**config.mk**
```make
export PLATFORM = sky130hd
export DESIGN_NAME = uart_tx_arbiter
export DESIGN_NICKNAME = d
export VERILOG_FILES = /design/src/rtl/uart_pkg.sv /design/src/rtl/rr_arbiter.sv /design/src/rtl/uart_tx_arbiter.sv
export SDC_FILE = /design/constraint.sdc
export NUM_CORES = 1
export LEC_CHECK = 0
export ABC_AREA = 1
export CORE_ASPECT_RATIO = 1.4
export CORE_MARGIN = 5
export CORE_UTILIZATION = 49
export DETAILED_ROUTE_END_ITERATION = 8
export PLACE_DENSITY = 0.76
export REMOVE_ABC_BUFFERS = 1
export SETUP_SLACK_MARGIN = 0.5
export SLEW_MARGIN = 20
export SYNTH_ARGS = -nofsm -noshare
export SYNTH_HDL_FRONTEND = slang
export SYNTH_SLANG_ARGS = --single-unit
```
**constraint.sdc**
```tcl
create_clock -name clk_100MHz -period 2.4 [get_ports clk_100MHz]
set_input_delay 0.36 -clock clk_100MHz [delete_from_list [all_inputs] [get_ports clk_100MHz]]
set_output_delay 0.36 -clock clk_100MHz [all_outputs]
set_load 0.01 [all_outputs]
```
**src/rtl/uart_pkg.sv**
```systemverilog
// uart_pkg: shared state type, byte width and counter sizing for the UART transmit arbiter
package uart_pkg;
  typedef enum logic [1:0] {IDLE, LAUNCH, WAIT_DONE} arb_state_t;
  localparam int UART_DATA_W = 8;
  function automatic int cnt_width(input int max_count);
    return (max_count < 2) ? 1 : $clog2(max_count);
  endfunction
endpackage

```
**src/rtl/rr_arbiter.sv**
```systemverilog
// rr_arbiter: combinational round-robin pick of the first active request at or after ptr
module rr_arbiter #(
  parameter int N = 4,
  localparam int W = (N < 2) ? 1 : $clog2(N)
) (
  input  logic [N-1:0] req,
  input  logic [W-1:0] ptr,
  output logic [N-1:0] gnt,
  output logic [W-1:0] idx
);
  // scan backwards so the lowest offset from ptr is assigned last and wins
  always_comb begin
    gnt = '0;
    idx = '0;
    for (int i = N - 1; i >= 0; i--)
      if (req[(int'(ptr) + i) % N]) idx = W'((int'(ptr) + i) % N);
    gnt[idx] = |req;
  end
endmodule

```
**src/rtl/uart_tx_arbiter.sv**
```systemverilog
// uart_tx_arbiter: round-robin sharing of one UART transmitter among N_REQ byte producers
module uart_tx_arbiter
  import uart_pkg::*;
#(
  parameter int N_REQ = 4,
  parameter int DATA_W = UART_DATA_W,
  parameter int START_TIMEOUT = 65535,
  localparam int IW = cnt_width(N_REQ),
  localparam int CW = cnt_width(START_TIMEOUT)
) (
  input  logic                    clk_100MHz,
  input  logic                    rst,
  input  logic [N_REQ-1:0]        req,
  input  logic [N_REQ*DATA_W-1:0] req_data,
  output logic [N_REQ-1:0]        gnt,
  output logic [N_REQ-1:0]        done,
  output logic                    busy,
  output logic                    Tx_en,
  output logic [DATA_W-1:0]       Din,
  input  logic                    Tx_done,
  output logic                    err
);
  arb_state_t state;
  logic [1:0] sync;
  logic tx_rdy;
  logic [IW-1:0] ptr;
  logic [IW-1:0] owner;
  logic [IW-1:0] win_idx;
  logic [N_REQ-1:0] win;
  logic [CW-1:0] cnt;
  assign tx_rdy = sync[1];
  assign busy = state != IDLE;
  rr_arbiter #(.N(N_REQ)) u_rr (
    .req(req),
    .ptr(ptr),
    .gnt(win),
    .idx(win_idx)
  );
  // Tx_done is produced in the baud domain, so double-flop it before use
  always_ff @(posedge clk_100MHz)
    sync <= rst ? 2'b00 : {sync[0], Tx_done};
  // grant, launch the transmitter, wait for its start and then its stop bit
  always_ff @(posedge clk_100MHz) begin
    if (rst) begin
      state <= IDLE;
      gnt <= '0;
      done <= '0;
      Tx_en <= 1'b0;
      Din <= '0;
      err <= 1'b0;
      ptr <= '0;
      owner <= '0;
      cnt <= '0;
    end else begin
      gnt <= '0;
      done <= '0;
      case (state)
        IDLE: if (tx_rdy && |req) begin
          gnt <= win;
          Din <= req_data[int'(win_idx)*DATA_W +: DATA_W];
          Tx_en <= 1'b1;
          owner <= win_idx;
          ptr <= (win_idx == IW'(N_REQ - 1)) ? '0 : win_idx + IW'(1);
          cnt <= '0;
          state <= LAUNCH;
        end
        LAUNCH: begin
          cnt <= cnt + CW'(1);
          if (!tx_rdy) begin
            Tx_en <= 1'b0;
            cnt <= '0;
            state <= WAIT_DONE;
          end else if (cnt == CW'(START_TIMEOUT - 1)) begin
            Tx_en <= 1'b0;
            err <= 1'b1;
            cnt <= '0;
            state <= IDLE;
          end
        end
        WAIT_DONE: if (tx_rdy) begin
          done[owner] <= 1'b1;
          state <= IDLE;
        end
        default: state <= IDLE;
      endcase
    end
  end
endmodule
```
# [After elaboration in Yosys (flattened, before gate mapping)]
# Cells that the tools add are included.
[classes] addsub=5 n_mul=0 n_div=0 n_lt_le_gt_ge=8 eq_ne=7 shifts=1 n_mux=33 n_bitwise=8 n_reduce_logical=17
[op_table] op="16-bit two-way mux" n=3
[op_table] op="16-bit case mux with 2 select lines" n=1
[op_table] op="32-bit by 6-bit indexed part select with 8-bit output" n=1
[op_table] op="2-bit two-way mux" n=9
[op_table] op="16-bit by 1-bit adder with 16-bit output (second input constant)" n=1
[op_table] op="16-bit equality test (second input constant)" n=1
[op_table] op="3-bit by 4-bit < comparator with 1-bit output (second input constant)" n=3
[op_table] op="1-bit two-way mux" n=12
[op_table] op="2-bit by 3-bit < comparator with 1-bit output (second input constant)" n=3
[op_table] op="3-bit AND reduction" n=3
[op_table] op="1-bit binary-select mux with 2-bit select" n=4
[op_table] op="2-bit case mux with 3 select lines" n=1
[op_table] op="2-bit OR reduction" n=3
[op_table] op="3-bit OR reduction" n=2
[op_table] op="2-bit by 1-bit adder with 2-bit output (second input constant)" n=2
[op_table] op="2-bit adder (second input constant)" n=2
[op_table] op="4-bit bitwise AND" n=1
[op_table] op="1-bit demux with 2-bit select" n=2
[op_table] op="2-bit equality test (second input constant)" n=2
[op_table] op="2-bit by 1-bit >= comparator with 1-bit output (second input constant)" n=2
[op_table] op="2-bit != test (second input constant)" n=2
[op_table] op="1-bit NOT" n=4
[op_table] op="2-bit AND reduction" n=2
[op_table] op="2-bit nonzero test" n=2
[op_table] op="other kinds (7)" n=11
[totals] ff_bits=42 latchBits=0 ramBits=0 rom_bits=0 input_bits=39 out_inout_bits=19 word_cells=89 mem_count=0

# [Logic depth before layout (Yosys ltp)]
# Gate-level depths: netlist (run 1).
[depth] depth_word=15 depth_mapped=15

# [Hierarchy]
# A second synthesis (run 1) with hierarchy kept.
[unflattened] hier_cells=347 area_unflattened_um2=2318.5
[by_module_without_submodules] mod="uart_tx_arbiter" instances=1 cells_per_inst=292 area_per_inst_um2=2043.2 seq_area_each_um2=840.8
[by_module_without_submodules] mod="rr_arbiter" instances=1 cells_per_inst=55 area_per_inst_um2=275.3 seq_area_each_um2=0.0

# [Least setup slack after synthesis (run 1)]
# Ideal clock, no wire load.
[synth_path] path_kind="register to register" startpoint="register ptr[0]" endpoint="register ptr[1]" setup_ns=0.121 t_arrival_ns=1.571 setup_slack_ns=0.707 stages_incl_launch_ff=14 n_path_buf=2 synth_period_minus_slack_ns=1.693 cell_sequence="dfxtp_1 buf_6 inv_8 nand2_1 nand2_2 nand2_4 nand3_2 nand2_2 nand2_4 nand2_8 buf_12 ha_1 nand2_1 o21ai_0"
[synth_between] elab_chain_len=10 word_cells_on_any_way=21
[synth_lines] item="start: declaration" line_no="uart_tx_arbiter.sv:26" rtl="logic [IW-1:0] ptr;"
[synth_lines] item="start signal: assignment" line_no="uart_tx_arbiter.sv:63" rtl="ptr <= (win_idx == IW'(N_REQ - 1)) ? '0 : win_idx + IW'(1);"
[synth_lines] item="2-bit adder" line_no="rr_arbiter.sv:16" rtl="if (req[(int'(ptr) + i) % N]) idx = W'((int'(ptr) + i) % N);"
[synth_lines] item="1-bit binary-select mux with 2-bit select" line_no="rr_arbiter.sv:16"
[synth_lines] item="1-bit two-way mux (implied by the code) (2 in series)" line_no="rr_arbiter.sv:16"
[synth_lines] item="2-bit two-way mux (3 in series)" line_no="rr_arbiter.sv:16"
[synth_lines] item="2-bit two-way mux *" line_no="rr_arbiter.sv:16"
[synth_lines] item="2-bit by 1-bit adder with 2-bit output or 2-bit equality test (tied branches)" line_no="uart_tx_arbiter.sv:63"
[synth_lines] item="2-bit two-way mux *" line_no="uart_tx_arbiter.sv:63"
# Every way passes the cells marked *; elsewhere a longest branch is shown, timed or not. The select of a mux whose other input is x is not followed.
# A chain may end at the register's enable or synchronous reset.

# [Worst setup path in the final report (run 1)]
[layout_path] startpoint="input req[3]" endpoint="register ptr[1]"
[layout_between] elab_chain_len=9 word_cells_on_any_way=21
[layout_lines] item="start: declaration" line_no="uart_tx_arbiter.sv:13" rtl="input logic [N_REQ-1:0] req,"
[layout_lines] item="1-bit binary-select mux with 2-bit select" line_no="rr_arbiter.sv:16"
[layout_lines] item="1-bit two-way mux (implied by the code) (2 in series)" line_no="rr_arbiter.sv:16"
[layout_lines] item="2-bit two-way mux (4 in series)" line_no="rr_arbiter.sv:16"
[layout_lines] item="2-bit by 1-bit adder with 2-bit output or 2-bit equality test (tied branches)" line_no="uart_tx_arbiter.sv:63"
[layout_lines] item="2-bit two-way mux" line_no="uart_tx_arbiter.sv:63"
# Several ways; a longest one is shown, not always the timed one. The select of a mux whose other input is x is not followed.

==> flow_summary.json, run 1 <==
{
  "dp_hpwl_um": 4250,
  "final_cell_area_mm2": 0.00326,
  "cts_max_level": 2,
  "path_max_fanout": 7,
  "numClockSinks": 42,
  "hold_violations": 0,
  "regToRegEndpoint": "ptr[1]$_SDFFE_PP0P_",
  "finish.net_count": 459,
  "syn_area_mm2": 0.00236,
  "rr_startpoint": "ptr[0]$_SDFFE_PP0P_",
  "drtAntennaViolNets": 0,
  "powerDensity_mw_per_mm2": 537,
  "vdd_ir_drop_max_mv": 0.235,
  "drive_above_1_share_pct": 16.0,
  "start_util_pct": 49.6,
  "cp-startpoint": "req[3]",
  "dr_total_vias": 2345,
  "wl_per_cell_um": 12.0,
  "die_width_um": 68.7,
  "root_buffer": "clkbuf_8",
  "core_mm2": 0.00477,
  "final_common_cell": "nand2_1",
  "ctsLongestPathBuffers": 2,
  "num_antenna_cells": 0,
  "insertion_delay_ps": 300,
  "synthTopCellsByArea": "dfxtp_1 (36%), nand2_1 (11%), inv_1 (8.9%), nand3_1 (7.2%), nor2_1 (5.4%)",
  "critPathCaptureType": "flip-flop",
  "worst_ep_arrival_time_ps": 2030,
  "ios": 58,
  "dr.pass1.iters": 4,
  "setup.worst_path.start_class": "input pin",
  "ys_types": 35,
  "worst_slack_ps": 550,
  "syn_inst": 341,
  "synth_top_area_share_pct": 35.6,
  "hold_buffers": 0,
  "grt_pass1_vias": 2191,
  "place.gp.congestion": 0.910,
  "worstRegToRegCells": 10,
  "syn_area_per_cell_um2": 6.93,
  "max_slew_margin_pct": 67.9,
  "skew_ps": 6.87,
  "synth_edf_count": 0,
  "yosys_warnings": 0,
  "num_rows": 30,
  "hp-class": "reg2reg",
  "antenna_found_initial": 0,
  "placed_area_mm2": 0.00297,
  "endpoint": "ptr[1]$_SDFFE_PP0P_",
  "fmax_ghz": 0.540,
  "fin_crit_sh_pct": 77.1,
  "numCtsBuffers": 5,
  "setup_tns_ps": 0,
  "async_flop_share_pct": 0,
  "ys.flop_type": "dfxtp_1",
  "dpl.cell_count": 459,
  "drv_cap": 0,
  "die_area_mm2": 0.00633,
  "slew_violations": 0,
  "initialDrtViolationCount": 129,
  "rsz0062_at_grt": "yes",
  "portBuffers": 57,
  "route.detailed.drc": 0,
  "syn_to_final_growth_pct": 38.0,
  "synth_top_cell_by_area": "dfxtp_1",
  "postLayoutCoreUtil_pct": 68.4,
  "p_leak_uw": 0.00145,
  "ys_seq_area_share_pct": 35.6,
  "wl_um": 5780,
  "crit_type": "in2reg",
  "grt-ovfl-total": 0,
  "path_clk_slew_ps": 80,
  "via_per_inst": 4.87,
  "yosys_register_bits": 42,
  "grt_max_degree": 19,
  "dp_slack_ps": 169,
  "worst_pin_slew_ps": 480,
  "period_needed_ps": 1850,
  "layout_common_cells": "nand2_1 (71), clkdlybuf4s50_1 (56), inv_1 (55)",
  "setup_violations": 0,
  "status": "finished clean",
  "grt_pass1_wl_um": 9120,
  "required_ps": 2580,
  "tritoncts": "done",
  "die_height_um": 92.2,
  "reg2reg_slack_ps": 670,
  "global_route.usage.total_pct": 18.3,
  "final_cells": 482
}
## per-stage QoR
step | total power, µW | hold WS [ps]
2_1_floorplan | 985 | 388
6_report | 1750 | 437
3_5_place_dp | 1130 | 428
3_3_place_gp | 1120 | 422
4_1_cts | 1680 | 439
5_1_grt | 1830 | 450
## logic make-up after synthesis
family          share of synthesized area, %
compound gates                          5.93
fa+ha+maj                               1.59
simple gates                            42.5
flops                                   35.6
buf+inv                                 13.3
xor+xnor                                1.11
## worst min-delay path by stage
stage | startpoint | to | slack (ps) | cells past startpoint
2_1_floorplan | sync[0]$_SDFF_PP0_ | sync[1]$_SDFF_PP0_ | 390 | 2
3_3_place_gp | sync[0]$_SDFF_PP0_ | sync[1]$_SDFF_PP0_ | 420 | 2
3_5_place_dp | sync[0]$_SDFF_PP0_ | sync[1]$_SDFF_PP0_ | 430 | 2
4_1_cts | sync[0]$_SDFF_PP0_ | sync[1]$_SDFF_PP0_ | 440 | 2
5_1_grt | sync[0]$_SDFF_PP0_ | sync[1]$_SDFF_PP0_ | 450 | 2
6_report | sync[0]$_SDFF_PP0_ | sync[1]$_SDFF_PP0_ | 440 | 2
## per-layer routing
metal  vias to the layer above  global-route usage (%)  routed length [µm]
met5                         -                       0                   0
met4                         0                    6.83                 144
met3                        12                    5.88                 445
met2                        78                    31.6                2890
met1                      1029                    20.0                2300
li1                       1226                       -                   -
## synth_stat cells, drive strengths merged, types with 3 or more instances
| library cell | count |
|---|---|
| buf | 6 |
| nand3b | 11 |
| nand4 | 6 |
| dfxtp | 42 |
| nor3 | 10 |
| o21ai | 10 |
| nand3 | 42 |
| nor2 | 36 |
| a21oi | 10 |
| nand2 | 91 |
| ha | 3 |
| inv | 63 |
## layout make-up
class,instances,area [µm²]
Multi-Input combinational cell,230,1250
Fill cell,412,1510
Inverter,63,246
Clock buffer,6,72.6
Tap cell,64,80.1
Timing Repair Buffer,75,726
Clock inverter,2,37.5
Sequential cell,42,845
## state kept, by name, summed over array words and instances, names as in the netlist
| name | flops |
|---|---|
| Din | 8 |
| Tx_en | 1 |
| cnt | 16 |
| done | 4 |
| err | 1 |
| gnt | 4 |
| owner | 2 |
| ptr | 2 |
| state | 2 |
| sync | 2 |
## report_power, final
| group | total, µW | switching (µW) | internal, µW |
|---|---|---|---|
| sequential | 730 | 16.3 | 714 |
| clock | 562 | 251 | 310 |
| combinational | 461 | 236 | 224 |
## timing repair
action | CTS | global route
resized for setup | 2 | 11
setup endpoints to repair | 6 | 23
pin swaps | 0 | 5
gates cloned | 0 | 2
setup buffers | 0 | 13
## worst max-delay path: stages
cell and delay, ps:
clkdlybuf4s50_1 490, inv_1 60, nand2_1 70, nand3_1 110, nand2_1 100, nand3_2 120, nand3_4 160, nand2_8 90
ha_1 300, nand2_1 80, o21ai_0 90
(Power assumes the default switching activity.)
==> run 2: changes to the inputs <==
CORE_UTILIZATION = 45   (was 49)
PLACE_DENSITY = 0.74   (was 0.76)
clock period = 1.7 ns   (was 2.4 ns; I/O delays follow)
==> flow_summary.json, run 2 (synthesis results as in run 1) <==
{
  "wl_per_cell_um": 16.2,
  "max_stage_delay_ps": 360,
  "rsz0062_at_grt": "yes",
  "violations": "setup timing",
  "worst_pin_slew_ps": 438,
  "grt_pass1_vias": 2631,
  "die_width_um": 71.3,
  "fin_crit_sh_pct": 105,
  "drv_cap": 0,
  "grt_pass1_wl_um": 11500,
  "multi_input_comb_area_mm2": 0.00179,
  "place.gp.congestion": 0.909,
  "pwr-share-comb_pct": 37.3,
  "powerDensity_mw_per_mm2": 637,
  "die_area_mm2": 0.00682,
  "antenna_found_initial": 0,
  "route.detailed.drc": 0,
  "num_rows": 31,
  "placed_area_mm2": 0.00318,
  "cp_num_buf_inv": 6,
  "initialDrtViolationCount": 190,
  "timing.hold.ws_ps": 421,
  "nFillCells": 285,
  "ios": 58,
  "layout_common_cells": "nand2_1 (45), inv_1 (44), buf_4 (44)",
  "status": "finished, violations left",
  "skew_ps": 15.1,
  "final_common_cell": "nand2_1",
  "grt_max_degree": 17,
  "path_clk_slew_ps": 90,
  "drive_above_1_share_pct": 49.6,
  "seqCellArea_um2": 866,
  "switching_share_pct": 32.8,
  "slew_violations": 0,
  "drtAntennaViolNets": 0,
  "portBuffers": 57,
  "largest-register": "cnt",
  "syn_to_final_growth_pct": 81.7,
  "p_int_uw": 1840,
  "insertion_delay_ps": 310,
  "dr.pass1.iters": 4,
  "setup.worst_path.start_class": "flip-flop",
  "postLayoutCoreUtil_pct": 83.2,
  "top_regs": "cnt x16, Din x8",
  "die_height_um": 95.8,
  "path_max_fanout": 8,
  "critPathTopFamily": "buffers and inverters",
  "worst_slack_ps": -80.4,
  "dr_total_vias": 2799,
  "cts_max_level": 2,
  "dp_hpwl_um": 4370,
  "pwr-share-clk_pct": 25.0,
  "final_cell_area_mm2": 0.00429,
  "seq_power_share_pct": 37.6,
  "worst_ep_arrival_time_ps": 2030,
  "start_util_pct": 45.8,
  "via_per_inst": 5.26,
  "period_needed_ps": 1780,
  "worstPathCellList": "buf_12, clkinv_16, nand2_8, nand3_4, buf_4, buf_4, nand3_4, nand3_2, nand2_4, buf_6, nand3_1, nand3_1, nand2_1, inv_1",
  "vdd_ir_drop_max_mv": 0.437,
  "finish.net_count": 507,
  "critPathCaptureType": "flip-flop",
  "hold_buffers": 0,
  "core_mm2": 0.00516,
  "hold_violations": 0,
  "setup_violations": 9,
  "tritoncts": "done",
  "grt-ovfl-total": 0,
  "root_buffer": "clkbuf_8",
  "crit_type": "reg2reg",
  "max_slew_margin_pct": 70.8,
  "largest_reg_flops": 16,
  "required_ps": 1940,
  "numCtsBuffers": 5,
  "num_antenna_cells": 0,
  "wl_um": 8640,
  "numClockSinks": 42,
  "fmax_ghz": 0.562,
  "ctsLongestPathBuffers": 2,
  "p_sw_uw": 897,
  "reg2reg_slack_ps": -80,
  "p_leak_uw": 0.00195,
  "hp-class": "reg2reg",
  "global_route.usage.total_pct": 21.0,
  "cp_slowest_cell": "dfxtp_2"
}
==> run 2: changes by cell type in the layout (fill, tap and decap cells not counted), moves of 11 or more <==
cell / previous run / this run
clkdlybuf4s50_1: 56 / 33
dlygate4sd2_1: 0 / 13
nor2_1: 34 / 19
nand2_2: 15 / 27
buf_6: 2 / 14
buf_4: 14 / 44
nand2_1: 71 / 45
inv_1: 55 / 44
nand2_4: 4 / 17
nand3_2: 8 / 20
dfxtp_1: 41 / 26
nand3_1: 33 / 15
dfxtp_2: 0 / 14
==> run 2: tightest hold or removal path, stage by stage (launching register included) <==
cell	delay, ps
dfxtp_1	300
inv_1	40
nor2_1	30
==> run 2: per-stage QoR <==
stage	total power (µW)	TNS [ps]	setup WS, ps	std cells
global route	2850	-1510	-171	532
finish	2740	-487	-80.4	532
floorplan	1390	-172	-149	334
global placement	1670	-5910	-235	487
CTS	2480	0	50.8	517
detailed placement	1680	-7440	-316	487
==> run 2: power groups by stage <==
| stage | clock (µW) | combinational, µW | sequential [µW] |
|---|---|---|---|
| 2_1_floorplan | 0 | 336 | 1050 |
| 3_3_place_gp | 0 | 622 | 1050 |
| 3_5_place_dp | 0 | 629 | 1050 |
| 4_1_cts | 671 | 787 | 1030 |
| 5_1_grt | 722 | 1090 | 1030 |
| 6_report | 684 | 1020 | 1030 |
==> run 2: worst paths after layout <==
kind | to | cells after the start | startpoint
setup reg to reg | Din[4]$_SDFFE_PP0P_ | 14 | ptr[0]$_SDFFE_PP0P_
setup / recovery | Din[4]$_SDFFE_PP0P_ | 14 | ptr[0]$_SDFFE_PP0P_
hold / removal | sync[1]$_SDFF_PP0_ | 2 | sync[0]$_SDFF_PP0_
hold reg to reg | sync[1]$_SDFF_PP0_ | 2 | sync[0]$_SDFF_PP0_
==> run 2: routing by layer <==
metal | part of all wire, % | wire [µm] | global-route usage [%] | up-vias
met4 | 3.2 | 274 | 7.52 | 0
met3 | 6.4 | 555 | 4.28 | 24
li1 | - | - | - | 1324
met5 | 0 | 0 | 0 | -
met1 | 36 | 3120 | 21.9 | 1322
met2 | 54 | 4680 | 40.8 | 129
==> run 2: cell type report <==
cell class / count / area share (%)
multi-input combinational: 231 / 41.6
timing repair buffer: 122 / 27.6
sequential: 42 / 20.2
inverter: 63 / 6.59
clock buffer: 7 / 2.01
tap: 66 / 1.92
clock inverter: 1 / 0.117
==> run 2: what timing repair did <==
action | CTS | global route
pin swaps | 28 | 32
cloned | 2 | 1
resized for setup | 126 | 104
endpoints found under the setup margin | 54 | 42
setup buffers | 20 | 14
